$ cat config.mk
export PLATFORM = sky130hd
export DESIGN_NAME = mem_stage_dcache
export DESIGN_NICKNAME = d
export VERILOG_FILES = /design/src/rtl/mem_stage_dcache_pkg.sv /design/src/rtl/mem_stage_dcache_array.sv /design/src/rtl/mem_stage_dcache.sv
export SDC_FILE = /design/constraint.sdc
export NUM_CORES = 1
export LEC_CHECK = 0
export ABC_CLOCK_PERIOD_IN_PS = 20700
export CORE_MARGIN = 8
export CORE_UTILIZATION = 51
export CTS_CLUSTER_DIAMETER = 120
export DETAILED_ROUTE_END_ITERATION = 10
export PLACE_DENSITY_LB_ADDON = 0.15
export SYNTH_ARGS = -nofsm -noshare
export SYNTH_HDL_FRONTEND = slang
export SYNTH_HIERARCHICAL = 1
export SYNTH_SLANG_ARGS = --single-unit
$ cat constraint.sdc
create_clock -name clk -period 20.7 [get_ports clk]
set_input_delay 6.21 -clock clk [delete_from_list [all_inputs] [get_ports clk]]
set_output_delay 6.21 -clock clk [all_outputs]
set_load 0.02 [all_outputs]
$ cat src/rtl/mem_stage_dcache_pkg.sv
// mem_stage_dcache_pkg: shared widths and FSM state encoding for the MEM-stage data cache
package mem_stage_dcache_pkg;
  localparam int ADDR_W_DEF  = 16;
  localparam int DATA_W_DEF  = 16;
  localparam int INDEX_W_DEF = 4;
  typedef enum logic [1:0] {
    IDLE  = 2'd0,
    FILL  = 2'd1,
    WRITE = 2'd2,
    DONE  = 2'd3
  } state_e;
endpackage

$ cat src/rtl/mem_stage_dcache_array.sv
// mem_stage_dcache_array: valid/tag/data storage, async read, sync write, valid clear on invalidate or reset
//   clr_i clears every valid bit; a same-cycle we_i sets its own line afterwards.
//   ridx_i selects the line shown on valid_o/tag_o/data_o.
module dcache_array
  import mem_stage_dcache_pkg::*;
#(
  parameter int INDEX_W = INDEX_W_DEF,
  parameter int TAG_W   = ADDR_W_DEF - INDEX_W_DEF,
  parameter int DATA_W  = DATA_W_DEF
) (
  input  logic               clk,
  input  logic               rst_n,
  input  logic               clr_i,
  input  logic               we_i,
  input  logic [INDEX_W-1:0] widx_i,
  input  logic [TAG_W-1:0]   wtag_i,
  input  logic [DATA_W-1:0]  wdata_i,
  input  logic [INDEX_W-1:0] ridx_i,
  output logic               valid_o,
  output logic [TAG_W-1:0]   tag_o,
  output logic [DATA_W-1:0]  data_o
);
  localparam int LINES = 1 << INDEX_W;
  logic [LINES-1:0]  valid_q;
  logic [TAG_W-1:0]  tag_q  [LINES];
  logic [DATA_W-1:0] data_q [LINES];
  always_ff @(posedge clk or negedge rst_n) begin
    if (!rst_n) begin
      valid_q <= '0;
    end else begin
      if (clr_i) valid_q <= '0;
      if (we_i) valid_q[widx_i] <= 1'b1;
    end
  end
  always_ff @(posedge clk) begin
    if (we_i) begin
      tag_q[widx_i]  <= wtag_i;
      data_q[widx_i] <= wdata_i;
    end
  end
  assign valid_o = valid_q[ridx_i];
  assign tag_o   = tag_q[ridx_i];
  assign data_o  = data_q[ridx_i];
endmodule

$ cat src/rtl/mem_stage_dcache.sv
// mem_stage_dcache: direct-mapped write-through/write-allocate data cache for the MEM stage
//   Pipeline side: MemRead/MemWrite/address/write_data/invalidate_all in, memory_read_data/hit out (hit=0 stalls).
//   Memory side: mem_req/mem_we/mem_addr/mem_wdata out, held until the one-cycle mem_ack with mem_rdata.
module mem_stage_dcache
  import mem_stage_dcache_pkg::*;
#(
  parameter int ADDR_W  = ADDR_W_DEF,
  parameter int DATA_W  = DATA_W_DEF,
  parameter int INDEX_W = INDEX_W_DEF
) (
  input  logic              clk,
  input  logic              rst_n,
  input  logic              MemRead,
  input  logic              MemWrite,
  input  logic [ADDR_W-1:0] address,
  input  logic [DATA_W-1:0] write_data,
  input  logic              invalidate_all,
  output logic [DATA_W-1:0] memory_read_data,
  output logic              hit,
  output logic              mem_req,
  output logic              mem_we,
  output logic [ADDR_W-1:0] mem_addr,
  output logic [DATA_W-1:0] mem_wdata,
  input  logic [DATA_W-1:0] mem_rdata,
  input  logic              mem_ack
);
  localparam int TAG_W = ADDR_W - INDEX_W;
  state_e            state_q, state_d;
  logic              mem_req_q, mem_req_d, mem_we_q, mem_we_d;
  logic [ADDR_W-1:0] mem_addr_q, mem_addr_d;
  logic [DATA_W-1:0] mem_wdata_q, mem_wdata_d, fill_q, fill_d;
  logic              arr_we, arr_valid, rd_hit, access, ack;
  logic [TAG_W-1:0]  arr_tag;
  logic [DATA_W-1:0] arr_data;
  dcache_array #(.INDEX_W(INDEX_W), .TAG_W(TAG_W), .DATA_W(DATA_W)) u_array (
    .clk     (clk),
    .rst_n   (rst_n),
    .clr_i   (invalidate_all && state_q == IDLE),
    .we_i    (arr_we),
    .widx_i  (mem_addr_q[INDEX_W-1:0]),
    .wtag_i  (mem_addr_q[ADDR_W-1:INDEX_W]),
    .wdata_i (state_q == FILL ? mem_rdata : mem_wdata_q),
    .ridx_i  (address[INDEX_W-1:0]),
    .valid_o (arr_valid),
    .tag_o   (arr_tag),
    .data_o  (arr_data)
  );
  assign access = MemRead || MemWrite;
  assign rd_hit = MemRead && !MemWrite && arr_valid && arr_tag == address[ADDR_W-1:INDEX_W];
  assign ack    = mem_ack && mem_req_q;
  always_comb begin
    state_d          = state_q;
    mem_req_d        = mem_req_q;
    mem_we_d         = mem_we_q;
    mem_addr_d       = mem_addr_q;
    mem_wdata_d      = mem_wdata_q;
    fill_d           = fill_q;
    arr_we           = 1'b0;
    hit              = 1'b0;
    memory_read_data = '0;
    case (state_q)
      IDLE: begin
        hit              = !access || rd_hit;
        memory_read_data = rd_hit ? arr_data : '0;
        if (access && !rd_hit) begin
          state_d     = MemWrite ? WRITE : FILL;
          mem_req_d   = 1'b1;
          mem_we_d    = MemWrite;
          mem_addr_d  = address;
          mem_wdata_d = MemWrite ? write_data : mem_wdata_q;
        end
      end
      FILL, WRITE: begin
        if (ack) begin
          arr_we    = 1'b1;
          mem_req_d = 1'b0;
          state_d   = DONE;
          fill_d    = state_q == FILL ? mem_rdata : fill_q;
        end
      end
      DONE: begin
        hit              = 1'b1;
        memory_read_data = mem_we_q ? '0 : fill_q;
        state_d          = IDLE;
      end
    endcase
  end
  always_ff @(posedge clk or negedge rst_n) begin
    if (!rst_n) begin
      state_q     <= IDLE;
      mem_req_q   <= 1'b0;
      mem_we_q    <= 1'b0;
      mem_addr_q  <= '0;
      mem_wdata_q <= '0;
      fill_q      <= '0;
    end else begin
      state_q     <= state_d;
      mem_req_q   <= mem_req_d;
      mem_we_q    <= mem_we_d;
      mem_addr_q  <= mem_addr_d;
      mem_wdata_q <= mem_wdata_d;
      fill_q      <= fill_d;
    end
  end
  assign mem_req   = mem_req_q;
  assign mem_we    = mem_we_q;
  assign mem_addr  = mem_addr_q;
  assign mem_wdata = mem_wdata_q;
endmodule

# Word level (Yosys, flattened, before mapping)
# Memories as Yosys holds them, arrays and structs flattened.
# Cells that the tools add are included.
# Widths: inputs -> output; s select.
# word_totals
regBits	68
ramBits	448
in_bits	54
mem_count	2
# op_classes
order_cmp	3
eq_ne	6
mux	22
bitwise	1
n_reduce_logical	20
# memory_table
name	words	width	rd	rd_ports_with_merged_regs	write_ports	line_no	rtl
u_array.data_q	16	16	1	0	1	mem_stage_dcache_array.sv:26	logic [DATA_W-1:0] data_q [LINES];
u_array.tag_q	16	12	1	0	1	mem_stage_dcache_array.sv:25	logic [TAG_W-1:0] tag_q [LINES];
# op_table
cell	count
$mux 16	5
$pmux 16 s2	1
$or 16x16->16	1
$eq 12x12->1	1
$lt 4x5->1 const B	2
$reduce_and 3->1	3
$mux 1	8
$logic_and 1x1->1	7
$mux 2	3
$pmux 2 s3	1
$bmux 1 s4	1
$demux 1 s4	1
$eq 2x2->1 const B	2
$ge 4x1->1 const B	1
$pmux 1 s2	2
$reduce_and 2->1	2
$logic_not 1->1	3
$eq 2x1->1 const B	1
$logic_not 2->1	1
$logic_or 1x1->1	2
$ne 2x1->1 const B	1
$ne 2x2->1 const B	1
$reduce_bool 2->1	1
$reduce_or 2->1	1

# Longest topological paths before layout
# depth
word_depth	8
depth_mapped	13

# Cells and area by module
# Netlist, hierarchy kept.
# modules_own_cells
module	n_inst	cells_each	area_each_um2
dcache_array	1	750	17499.3
mem_stage_dcache	1	197	2630.0

# Least setup slack after synthesis
# No wires, ideal clock.
# synth_timing
path_type	input -> output
startpoint	in address[0]
endpoint	out memory_read_data[10]
arrival_time_ns	8.948
required_ns	14.490
setup_slack_ns	5.542
stages	11
path_buffers	3
path_cell_list	buf_6 buf_2 mux4_2 a22oi_1 nand2_1 xnor2_1 nand4_1 or4_4 nor2_1 buf_2 a22o_1
# synth_between
word_cells_on_any_way	9
classes_between	eq/ne (1); mux (4); reduce/logical (2); memory (2)
# synth_rtl
element	line_no	rtl
from (decl)	mem_stage_dcache.sv:15	input logic [ADDR_W-1:0] address,
$mem_v2 16x12	-	
named net arr_tag[9]	mem_stage_dcache.sv:33	logic [TAG_W-1:0] arr_tag;
$eq 12x12->1	mem_stage_dcache.sv:49	assign rd_hit = MemRead && !MemWrite && arr_valid && arr_tag == address[ADDR_W-1:INDEX_W];
$logic_and 1x1->1	mem_stage_dcache.sv:49	
$mux 16	mem_stage_dcache.sv:64	memory_read_data = rd_hit ? arr_data : '0;
$pmux 16 s2	mem_stage_dcache.sv:61	case (state_q)
to (decl)	mem_stage_dcache.sv:18	output logic [DATA_W-1:0] memory_read_data,
# The timed path passes the listed nets, and every way through them passes these cells. The select of a mux whose other input is x is not followed.

# Worst setup path in the final report
# layout_timing
startpoint	in address[0]
endpoint	out memory_read_data[2]
# The elaborated chain is that of the path after synthesis.

==> impl_metrics.csv <==
group,metric,value,unit
logic_synthesis,syn_area,20100,µm²
global_routing,grt_usage,0.202,
logic_synthesis,synth_nets,1004,
drt,vias,10000,
logic_synthesis,yosysMostFrequentCell,"edfxtp_1",
die,chipWidth,215,µm
critical_path,crit_type,"input port to output pin",
global_routing,antenna_found_initial,1,
logic_synthesis,seq_area_frac_synth,0.753,
clocking,clock_latency,0.57,ns
placement,place_ws,3.82,ns
placement,gp_congestion,0.737,
clocking,cts_root_buffer,"clkbuf_16",
power,power.total,0.00300,W
worst_hold_path,holdPathEnd,"u_array/valid_q[14]$_DFF_PN0_",
global_routing,grt_overflow_total,0,
critical_path,required,14.49,ns
logic_synthesis,async_flop_share,0.132,
global_routing,grt_pass1_wl,69400,µm
clocking,hold_buffers,0,
placement,port_buffers,104,
sta,finClkSkew,0.00836,ns
die,die_h,215,µm
final_layout,diodes,0,
critical_path,crit_chain,"buf_6 -> buf_4 -> mux4_2 -> a22oi_1 -> nand2_1 -> xnor2_1 -> nand4_1 -> or4_4 -> nor2_2 -> buf_4 -> a22o_1 -> clkdlybuf4s50_1",
clocking,clk_path_buf_depth,3,
die,start_util,0.518,
logic_synthesis,yosysWarnings,6,
clocking,cts_tree,"built",
sta,tightest_slew,0.763,ns
worst_hold_path,hold_depth,1,
logic_synthesis,yosysUniqueCellTypes,38,
logic_synthesis,netlist_instances,947,
critical_path,timing.rr.end,"u_array/tag_q[1][7]$_DFFE_PP_",
power,peakVddDrop,97.3,µV
clocking,clk_pin_slew_worst_paths,0.06,ns
critical_path,reg2regPathDepth,6,
clocking,cts-htree-levels,2,
logic_synthesis,yosys-top-cells-count,"448 x edfxtp_1, 110 x mux4_2, 68 x dfrtp_1",
critical_path,crit_slowest_cell,"buf_4",
die,io-pin-count,105,
placement,post_dp_cell_area,21900,µm²
sta,layout_min_cycle_time,16.86,ns
critical_path,crit_arrival,10.65,ns
logic_synthesis,synth.top_cells.by_area,"edfxtp_1 67%, mux4_2 12%, dfrtp_1 8.5%, mux2_2 3.0%, a22oi_1 2.2%",
logic_synthesis,syn_area_per_cell,21.3,µm²
critical_path,critPathMostFrequentCell,"buf_4",
sta,max_freq,59.3,MHz
final_layout,drive_gt1_frac,0.279,
drt,ant_nets,0,
final_layout,final_nets,1148,
global_routing,grt_max_degree,53,
die,rows,72,
logic_synthesis,synth_top_area_share,0.668,
drt,drtIter0Drc,926,
logic_synthesis,synth-edff-count,448,
critical_path,r2r_slack,17.57,ns
logic_synthesis,ys_seq_elements,516,
sta,final_max_slew_viol_count,0,
worst_hold_path,min_path_type,"flip-flop to flip-flop",
sta,fin_tns_setup,0,ns
worst_hold_path,hold_path.startpoint,"u_array/valid_q[14]$_DFF_PN0_",
logic_synthesis,synthFlopType,"edfxtp_1",
sta,rsz0062_at_grt,"false",
critical_path,max_stage_delay,0.66,ns
clocking,cts.sinks,516,
sta,hold_viol,0,
sta,relSlewSlack,0.492,
status,outcome,"finished clean",
sta,postLayoutSetupSlackWorst,3.84,ns
final_layout,final_cell_area,23700,µm²
die,fp.coreArea,38800,µm²
drt,wire_per_inst,28.2,µm
critical_path,timing.rr.start,"state_q[0]$_DFFE_PN0P_",
placement,dp_hpwl,26000,µm
final_layout,area_growth,17.6,%
critical_path,crit_path_end_kind,"output pin",
sta,post-route-period-util,0.815,
clocking,ctsResizeCount,0,
drt,via_per_inst,6.08,
power,powerDensity,127,nW/µm²
drt,drc,0,
critical_path,startpoint_type,"input port",
flow_run,maxCapViolations,0,
clocking,numCtsBuffers,52,
critical_path,cp_max_fo,52,
global_routing,grt_pass1_vias,10400,
clocking,postCtsSetupBuffers,0,
drt,postRouteWirelength,46600,µm
logic_synthesis,synth.largest_area_cell,"edfxtp_1",
power,power.leakage,8.02,nW
drt,first_pass_iters,5,
sta,hold_slack,0.473,ns
die,die_area,46100,µm²
sta,finalSetupViolations,0,
placed cells by master (no fill, tap or decap), drive strengths merged, types with 3 or more instances in the layout:
cell,n
clkdlybuf4s50,101
nor3,4
nand2b,4
clkbuf,64
xnor2,12
bufinv,7
a22o,16
edfxtp,448
o21ai,3
mux4,116
a22oi,59
buf,37
clkinv,21
mux2,64
inv,4
nor2,17
nand3,3
a21o,16
clkinvlp,4
ha,3
dfrtp,68
nor2b,3
nand3b,3
nand2,40
stage by stage:
step,std cells,utilization
6_report,1651,0.610
3_5_place_dp,1555,0.565
3_3_place_gp,1555,0.565
2_1_floorplan,947,-
5_1_grt,1651,0.610
4_1_cts,1651,0.610
critical path: cells and delay by family:
| family | cells | cell delay (ns) |
|---|---|---|
| xor+xnor | 1 | 0.22 |
| buf+inv | 4 | 2.18 |
| simple gates | 4 | 0.99 |
| compound gates | 2 | 0.43 |
| mux | 1 | 0.58 |
report_power, final:
part           internal [W]  switching, W
logic              0.000228      0.000315
clock network      0.000566      0.000383
registers           0.00140      0.000108
cell families after synthesis:
group,count (synthesis),synth area share
simple gates,85,0.0199
fa+ha+maj,3,0.00186
buf+inv,52,0.0141
compound gates,99,0.0375
xor+xnor,12,0.00522
mux,180,0.169
flops,516,0.753
layout make-up:
| type | count | area, µm² |
|---|---|---|
| Clock buffer | 64 | 1400 |
| Clock inverter | 32 | 337 |
| Fill cell | 2732 | 15200 |
| Inverter | 4 | 15.0 |
| Multi-Input combinational cell | 379 | 4830 |
| Sequential cell | 516 | 15200 |
| Tap cell | 518 | 648 |
| Timing Repair Buffer | 138 | 1290 |
sequential cells by signal, indices dropped and copies added (netlist names):
name	count
u_array/data_q	256
mem_addr	16
mem_we	1
u_array/tag_q	192
state_q	2
u_array/valid_q	16
mem_req	1
fill_q	16
mem_wdata	16
routing by layer:
layer | share of wire | routed length, µm | GRT usage | vias up
met5 | 0 | 0 | 0 | -
met4 | 0.017 | 814 | 0.0510 | 0
met3 | 0.062 | 2890 | 0.0348 | 64
met2 | 0.47 | 22100 | 0.315 | 333
met1 | 0.45 | 20800 | 0.295 | 5423
li1 | - | - | - | 4226
worst max path at each step:
stage                    start                    to  cells after the start
floorplan           address[0]  memory_read_data[10]                     11
global placement    address[0]   memory_read_data[7]                     12
detailed placement  address[0]   memory_read_data[4]                     12
CTS                 address[0]   memory_read_data[2]                     12
global route        address[0]   memory_read_data[1]                     12
finish              address[0]   memory_read_data[2]                     12
(Power assumes the default switching activity.)
